**src/rtl/systola_pkg.sv**
```systemverilog
// Shared definitions for the systolic array datapath blocks: result width,
// result type and the row-index width helper.
package systola_pkg;

   localparam int unsigned OUTWIDTH_DEF = 32;

   typedef logic [OUTWIDTH_DEF-1:0] result_t;

   // At least one bit, so that a degenerate single-row column still has an index.
   function automatic int unsigned ridx_w(input int unsigned rows);
      return (rows > 1) ? int'($clog2(rows)) : 1;
   endfunction

endpackage

```
**src/rtl/lsb_first_pick.sv**
```systemverilog
// Combinational lowest-set-bit picker: one-hot grant plus binary index of the
// lowest asserted request bit.
module lsb_first_pick #(
   parameter int unsigned N  = 8,
   parameter int unsigned IW = 3
) (
   input  logic [N-1:0]  req,
   output logic [N-1:0]  grant,
   output logic [IW-1:0] idx,
   output logic          any
);

   logic found;

   always_comb begin
      grant = '0;
      idx   = '0;
      found = 1'b0;
      for (int unsigned i = 0; i < N; i++) begin
         if (req[i] && !found) begin
            grant[i] = 1'b1;
            idx      = IW'(i);
            found    = 1'b1;
         end
      end
      any = found;
   end

endmodule

```
**src/rtl/col_result_drain.sv**
```systemverilog
// Per-column result drain: captures per-row PE results into slots and serializes
// them lowest row first onto a valid/ready stream. Optional macro COL_DRAIN_RELU_EN.
module col_result_drain
   import systola_pkg::*;
#(
   parameter  int unsigned ROWS     = 8,
   parameter  int unsigned OUTWIDTH = OUTWIDTH_DEF,
   localparam int unsigned RIDX_W   = ridx_w(ROWS)
) (
   input  logic                clk,
   input  logic                rstn,
   input  logic [OUTWIDTH-1:0] in_res    [0:ROWS-1],
   input  logic                in_valids [0:ROWS-1],
   output logic [OUTWIDTH-1:0] out_r,
   output logic [RIDX_W-1:0]   out_row,
   output logic                out_valid,
   input  logic                out_ready,
   output logic                tile_done,
   output logic                overflow,
   input  logic                clr_ovf
);

   logic [OUTWIDTH-1:0] slot [0:ROWS-1];
   logic [ROWS-1:0]     full;
   logic [ROWS-1:0]     strobe;
   logic [ROWS-1:0]     grant;
   logic [ROWS-1:0]     unload;
   logic [RIDX_W-1:0]   pick_idx;
   logic [RIDX_W-1:0]   cnt;
   logic                pick_any;
   logic                load;
   logic                hs;
   logic                ovf_evt;
   logic [OUTWIDTH-1:0] load_val;

   lsb_first_pick #(
      .N  (ROWS),
      .IW (RIDX_W)
   ) u_pick (
      .req   (full),
      .grant (grant),
      .idx   (pick_idx),
      .any   (pick_any)
   );

   always_comb begin
      strobe = '0;
      for (int unsigned i = 0; i < ROWS; i++) begin
         strobe[i] = in_valids[i];
      end
   end

   assign load      = !out_valid || out_ready;
   assign unload    = load ? grant : '0;
   // A strobe on a slot being unloaded this edge is a refill, not an overwrite.
   assign ovf_evt   = |(strobe & full & ~unload);
   assign hs        = out_valid && out_ready;
   assign tile_done = hs && (cnt == RIDX_W'(ROWS - 1));

   always_comb begin
      load_val = slot[pick_idx];
`ifdef COL_DRAIN_RELU_EN
      if (load_val[OUTWIDTH-1]) begin
         load_val = '0;
      end
`endif
   end

   // Slot data needs no reset; validity lives in the full flags.
   always_ff @(posedge clk) begin
      for (int unsigned i = 0; i < ROWS; i++) begin
         if (strobe[i]) begin
            slot[i] <= in_res[i];
         end
      end
   end

   always_ff @(posedge clk or negedge rstn) begin
      if (!rstn) begin
         full      <= '0;
         overflow  <= 1'b0;
         cnt       <= '0;
         out_valid <= 1'b0;
         out_r     <= '0;
         out_row   <= '0;
      end else begin
         full <= strobe | (full & ~unload);

         if (ovf_evt) begin
            overflow <= 1'b1;
         end else if (clr_ovf) begin
            overflow <= 1'b0;
         end

         if (hs) begin
            cnt <= tile_done ? '0 : cnt + 1'b1;
         end

         if (load) begin
            out_valid <= pick_any;
            if (pick_any) begin
               out_r   <= load_val;
               out_row <= pick_idx;
            end
         end
      end
   end

endmodule
```
**config.mk**
```make
export PLATFORM = sky130hd
export DESIGN_NAME = col_result_drain
export DESIGN_NICKNAME = d
export VERILOG_FILES = /design/src/rtl/systola_pkg.sv /design/src/rtl/lsb_first_pick.sv /design/src/rtl/col_result_drain.sv
export SDC_FILE = /design/constraint.sdc
export NUM_CORES = 1
export LEC_CHECK = 0
export CAP_MARGIN = 40
export CORE_MARGIN = 3
export CORE_UTILIZATION = 51
export CTS_BUF_LIST = sky130_fd_sc_hd__clkbuf_8
export DETAILED_ROUTE_END_ITERATION = 10
export PLACE_DENSITY_LB_ADDON = 0.1
export SYNTH_ARGS = -nofsm -noshare
export SYNTH_HDL_FRONTEND = slang
export SYNTH_SLANG_ARGS = --single-unit
```
**constraint.sdc**
```tcl
create_clock -name clk -period 2.3 [get_ports clk]
set_input_delay 0.23 -clock clk [delete_from_list [all_inputs] [get_ports clk]]
set_output_delay 0.23 -clock clk [all_outputs]
set_load 0.05 [all_outputs]
```
**Word-level counts from Yosys, hierarchy flattened**

Memory sizes are Yosys's and may differ from the RTL's. A register that Yosys moved wholly into a read port is not among the register bits.
Cells that the tools add are included.

- Output and inout bits: 38
- Memory bits (writable): 256
- Input port bits: 268
- Logic and storage cells: 77
- Memories: 1
- Register bits after elaboration: 16

Memory list:

| name | depth | bits a word | rd ports | clocked after memory_dff | wr ports | line | text |
|---|---|---|---|---|---|---|---|
| slot | 8 | 32 | 1 | 1 | 8 | col_result_drain.sv:23 | `logic [OUTWIDTH-1:0] slot [0:ROWS-1];` |

- Bitwise gates (word level): 5
- Equality and inequality tests: 1
- Muxes and demuxes: 42
- Reduce and logical (&&, ||, !) cells: 22
- Add/sub/neg operators: 1

Operators with widths:

| cell | count |
|---|---|
| two-way mux 1 bit | 34 |
| bitwise AND 8 bit | 3 |
| two-way mux 3 bit | 5 |
| logical AND 1 bit | 9 |
| logical NOT 1 bit | 9 |
| two-way mux 8 bit | 1 |
| NOT 8 bit | 1 |
| bitwise OR 8 bit | 1 |
| OR reduction 8 bit | 1 |
| two-way mux 2 bit | 2 |
| adder 3 x 1 -> 3 bit, second input constant | 1 |
| equality test 3 bit, second input constant | 1 |
| AND reduction 2 bit | 1 |
| nonzero test 2 bit | 1 |
| logical OR 1 bit | 1 |

**Depth between registers and ports, before layout**

Gate-level depths: netlist (run 1).

- Depth in word-level cells: 27
- Gate-level depth with buffers: 9
- Gate-level depth less buffers: 5

**Hierarchy**

Synthesis (run 1) repeated with hierarchy kept, for this count alone.

- Cells, all modules: 562
- Area, all modules: 11603.6 um^2

By module, submodules not included:

| module | area an instance (um^2) | instances | seq. area each (um^2) | cells each |
|---|---|---|---|---|
| col_result_drain | 11453.5 | 1 | 8888.5 | 540 |
| lsb_first_pick | 150.1 | 1 | 0.0 | 22 |

**Worst setup path after synthesis (run 1)**

No wires, ideal clock.

- Path type: reg2reg
- From: reg out_valid
- To: reg out_r[0] (read register of slot)
- Setup slack: 159 ps
- Period minus slack after synthesis: 2141 ps
- Cell stages (with the launch flop): 8
- Library setup time: 138 ps
- Required time: 2162 ps
- Arrival: 2002 ps
- Buffers on the path: 2
- Path through: dfrtp_1 nor2b_1 clkbuf_1 nor2_1 nand2_1 buf_2 a21oi_1 or4b_1

- Word-level cells in the longest chain between the ends: 3

Ends and longest elaborated chain:

| item | line | text |
|---|---|---|
| start, declared | col_result_drain.sv:16 | `output logic out_valid,` |
| start signal, assigned | col_result_drain.sv:100 | `out_valid <= pick_any;` |
| logical NOT 1 bit | col_result_drain.sv:53 | `assign load = !out_valid \|\| out_ready;` |
| logical OR 1 bit | col_result_drain.sv:53 |  |
| AND reduction 2 bit (no source line) | -- |  |
| end, declared | col_result_drain.sv:14 | `output logic [OUTWIDTH-1:0] out_r,` |

No other way between the ends.
A chain may end at the register's enable or synchronous reset.

**Worst setup path after layout (run 1)**

- From: reg full[5]
- To: reg out_r[26] (read register of slot)

- Word-level cells in the longest chain between the ends: 9
- Elaborated cells on any way between the ends: 12
- Classes of those cells: 6 x mux; 6 x reduce/logical

Ends and longest elaborated chain:

| item | line | text |
|---|---|---|
| start, declared | col_result_drain.sv:24 | `logic [ROWS-1:0] full;` |
| start signal, assigned | col_result_drain.sv:87 | `full <= strobe \| (full & ~unload);` |
| logical AND 1 bit (*) | lsb_first_pick.sv:20 | `if (req[i] && !found) begin` |
| two-way mux 1 bit | lsb_first_pick.sv:20 |  |
| logical NOT 1 bit | lsb_first_pick.sv:20 |  |
| logical AND 1 bit | lsb_first_pick.sv:20 |  |
| two-way mux 1 bit | lsb_first_pick.sv:20 |  |
| logical NOT 1 bit | lsb_first_pick.sv:20 |  |
| logical AND 1 bit | lsb_first_pick.sv:20 |  |
| two-way mux 1 bit | lsb_first_pick.sv:20 |  |
| AND reduction 2 bit (no source line) | -- |  |

Mark *: on every way between the ends. The rest lies on a longest branch, timed or not.

==> results of run 1 <==
[through the flow]
| stage | util (%) | setup slack [ns] | setup TNS, ns | area [µm²] |
|---|---|---|---|---|
| global route | 72.99 | 0.003749 | 0 | 16780 |
| floorplan | - | 0.1594 | 0 | 12120 |
| finish | 72.99 | 0.08164 | 0 | 16780 |
| detailed placement | 68.73 | -0.001522 | -0.001522 | 15800 |
| CTS | 72.85 | 0.05011 | 0 | 16740 |
| global placement | 68.69 | 0.07139 | 0 | 15790 |
[sequential cells by signal (all words and copies together) (netlist names)]
name       cells
full           8
out_row        3
cnt            3
out_r         32
overflow       1
slot         256
out_valid      1
[metal layers]
| layer | part of all wire [%] | up-vias | global-route usage, % |
|---|---|---|---|
| li1 | - | 4065 | - |
| met1 | 39 | 4328 | 36.74 |
| met2 | 49 | 539 | 47.45 |
| met3 | 9.5 | 70 | 7.471 |
| met4 | 2.7 | 6 | 9.467 |
| met5 | 0.12 | - | 0 |
[kinds of logic after synthesis]
| kind of cell | after synthesis |
|---|---|
| DFF | 304 |
| AOI/OAI and AO/OA | 254 |
| and+or+nand+nor | 212 |
| buffers and inverters | 71 |
| adders and majority gates | 2 |
| muxes | 1 |
[timing repair]
item,CTS,global route
setup buffers,0,1
resized for setup,2,7
hold endpoints to repair,17,0
gates cloned,0,0
setup endpoints to repair,3,20
pin swaps,0,1
hold buffers,1,0
[worst max path at each step]
stage	slack [ns]	from	endpoint	cells past startpoint
2_1_floorplan	0.16	out_valid$_DFFE_PN0N_	out_r[0]$_DFFE_PN0P_	7
3_3_place_gp	0.07	full[1]$_DFF_PN0_	out_r[26]$_DFFE_PN0P_	5
3_5_place_dp	-0.002	full[1]$_DFF_PN0_	out_r[5]$_DFFE_PN0P_	5
4_1_cts	0.05	full[1]$_DFF_PN0_	out_r[12]$_DFFE_PN0P_	6
5_1_grt	0.004	full[5]$_DFF_PN0_	out_r[18]$_DFFE_PN0P_	7
6_report	0.08	full[5]$_DFF_PN0_	out_r[26]$_DFFE_PN0P_	7
[area by class of cell]
| cell class | count | area [µm²] |
|---|---|---|
| diodes | 2 | 5.005 |
| clock buffers | 56 | 770.7 |
| clock inverters | 38 | 161.4 |
| fillers | 1594 | 6208 |
| inverters | 2 | 7.507 |
| multi-input cells | 469 | 2983 |
| flip-flops and latches | 304 | 8891 |
| well taps | 313 | 391.6 |
| repair buffers | 362 | 3566 |
[cells in the mapped netlist (all sizes together), types with 4 or more instances]
cell,number,area [µm²]
nor4,20,140.1
edfxtp,256,7687
and3,62,387.9
nand2,45,168.9
a22oi,14,105.1
dfrtp,48,1201
nor2,12,50.05
o221ai,19,166.4
a211oi,61,462.9
nor3,4,20.02
buf,22,121.4
clkbuf,47,176.4
a21oi,13,65.06
nand2b,6,37.54
or4b,12,120.1
a21boi,24,180.2
o22ai,31,193.9
nand3,42,215.2
a31oi,4,25.02
o21ai,74,370.4
a21o,6,45.04
[power groups by stage]
stage,sequential (mW),clock [mW],combinational (mW)
final,6.70,4.33,1.73
after global routing,6.74,4.68,1.82
after CTS,6.70,4.41,1.73
after detailed placement,6.80,0,1.72
after global placement,6.79,0,1.70
after floorplan,7.07,0,0.387
[critical path, cell delays in order (launching register included)]
cell and delay (ns):
dfrtp_1 0.50, nand2b_1 0.19, a211o_1 0.24, buf_12 0.20
nor3_1 0.06, buf_4 0.21, a22oi_1 0.22, or4b_1 0.45
[layout by cell type, fill, tap and decap left out, types with 2 or more instances in the layout]
master             n
a211oi_1          60
a21boi_0          20
a21boi_1           4
a21o_1             6
a21oi_1           13
a22oi_1           14
a31oi_1            3
and2_1             2
and3_1            62
buf_12            10
buf_2              9
buf_4             44
buf_6              2
clkbuf_8          56
clkdlybuf4s50_1  295
clkinv_1          15
clkinv_2           6
dfrtp_1           46
dfrtp_2            2
diode_2            2
edfxtp_1         256
ha_1               2
inv_1             17
nand2_1           44
nand2b_1           6
nand3_1           41
nor2_1             6
nor2_2             4
nor2_4             2
nor3_1             4
nor4_1            19
o2111ai_1          2
o21ai_0           73
o221ai_1          19
o22ai_1           31
or3_1              2
or4b_1            12
==> impl_summary.md, run 1 <==
Global route
The global-route wire length before repair is 55.66 mm. The final global-route overflow total is 0. The largest net degree at the start of global routing is 54.

The initial antenna violation count is 5. The via count of the first global-routing pass is 9429. The global-route usage over all layers is 28.51%.

Floorplan
In this run the count of I/O pins placed on the die edge is 306. For this configuration, the core starts out at a cell density of 52.74%. The overall die width is 160.2 µm. The number of placement rows is 55. The core region area is 22980 µm². The die covers 25650 µm². From bottom edge to top edge, the die measures 160.2 µm.

STA
Between clock sinks in the finished design, the worst skew comes to 0.02553 ns. The total count of hold-check failures in the final report came to 0. The minimum hold slack is 0.08505 ns. Of the available clock period, the critical path in the final layout requires 96.45%.

The final max-slew violation count was 0. Setup repair after global routing left no endpoint under its margin. The shortest period the worst path allows is 2.218 ns. The transition time at the pin with the least slew margin is 0.7426 ns.

Setup violations remaining at the end of the flow were counted as 0. Measured against its own limit, the worst slew margin works out to 50.49%. Derived from the worst setup path, the maximum achievable clock frequency is 450.8 MHz.

Logic synthesis
The number of synthesized register bits is 304. The post-synthesis simple-gate area fraction is 9.930%. The unique cell type count in the Yosys netlist is 45.

In the synthesized netlist the dominant register cell turns out to be edfxtp_1. After synthesis, the largest family of logic cells by area is compound AO/OA/AOI/OAI gates. Summing every instance area after synthesis gives 12120 µm². The synthesized instance count is 844. The fraction of the mapped netlist area in compound gates is 13.92%. After Yosys synthesis, XOR and XNOR cells account for 0% of the synthesized area. Sequential cells were found to cover 73.33% of the synthesized design area.

Counting every net in the synthesized netlist gives 1114. The adder-cell share of the synthesized area is 0.2064%. The synthesized design contains 256 enable-type register cells. The async set or reset register ratio after synthesis is 15.79%.

During synthesis, Yosys emitted a total of 0 warnings. The per-instance average area after synthesis is 14.36 µm². The share of cell area taken by muxes after synthesis is 0.09290%.

Clock tree
Clock tree synthesis selected as its root buffer the cell clkbuf_8. The number of clock sinks is 304. The H-tree was split into 2 levels.

The maximum root-to-sink buffer count is 3. Clock tree synthesis inserted a total of 50 buffers. TritonCTS built the clock tree. The register clock-pin slew on the reported worst setup and hold paths is 0.06 ns.

The insertion delay of the later-clocked pin in the worst-skew pair is 0.57 ns.

Power
The fraction of power spent switching nets is 25.12%. The share of total power in sequential cells is 52.5%. The logic gate share of total power is 13.5%. Overall power consumption after layout is estimated at 12.76 mW. In this run the power density over the cells is 760.6 nW/µm². The leakage power of the design is 6.138 nW. The internal power of the cells totals 9.554 mW. VDD sags by at most 0.5137 mV. For this design the total switching power over the nets is 3.206 mW. The share of power burned in the clock network is 34.0%.

Critical path
The worst register-to-register path begins at full[5]$_DFF_PN0_. For the worst setup path, the data required time is 2.74 ns. Setup slack on the worst reg-to-reg path comes out at 0.08 ns. In this run the worst path has a maximum fanout of 26. The element type at the critical path start is a flip-flop. For the worst setup path, the data arrival time is 2.66 ns. The number of cells on the worst reg-to-reg path is 7. The critical register-to-register path endpoint is out_r[26]$_DFFE_PN0P_. The classification of the worst setup path is reg2reg. STA classifies the critical path endpoint as a flip-flop.

Min path
The number of cells on the worst hold path is 1. The worst hold endpoint is slot[5][30]$_DFFE_PP_. In this run the most critical hold path is launched from in_valids[2]. The kind of path behind the tightest hold check is in2reg.

Placement
Once detailed placement completed, the half-perimeter wirelength came to 26.65 mm. The count of buffers from port buffering is 305. The number of placed instances, taps included is 1448. The global placer's final weighted congestion is 0.9079.

Route
The overall via count from detail_route is 9008. The first-pass detailed-route iteration total is 7. The final wirelength is 36.87 mm. The average detailed-routed wire length per instance is 23.85 µm. The via density per instance is 5.827. The number of routed nets with antenna violations is 0.

The first routing iteration left 901 violations. The number of remaining DRC errors is 0.

Run status
The flow ran to the end, and the final reports show no timing, DRC or antenna violations.

Layout
The filler-free cell count of the finished design is 1546. Relative to the synthesized area, the layout overhead comes to 38.40%. The final layout contains 1459 nets. The fraction of layout cells with a size suffix above 1 is 12.19%.

Run
Max-cap violations in this run came to 0.
Power figures use the tool's default switching activity.
==> run 2: changes to the inputs <==
--- a/config.mk
+++ b/config.mk
@@ -9,6 +9,7 @@
 export CORE_MARGIN = 3
 export CORE_UTILIZATION = 51
 export CTS_BUF_LIST = sky130_fd_sc_hd__clkbuf_8
+export CTS_CLUSTER_SIZE = 12
 export DETAILED_ROUTE_END_ITERATION = 10
 export PLACE_DENSITY_LB_ADDON = 0.1
 export SYNTH_ARGS = -nofsm -noshare
==> results of run 2 <==
Same layout as run 1: the final DEF is identical, and so are final timing and power.
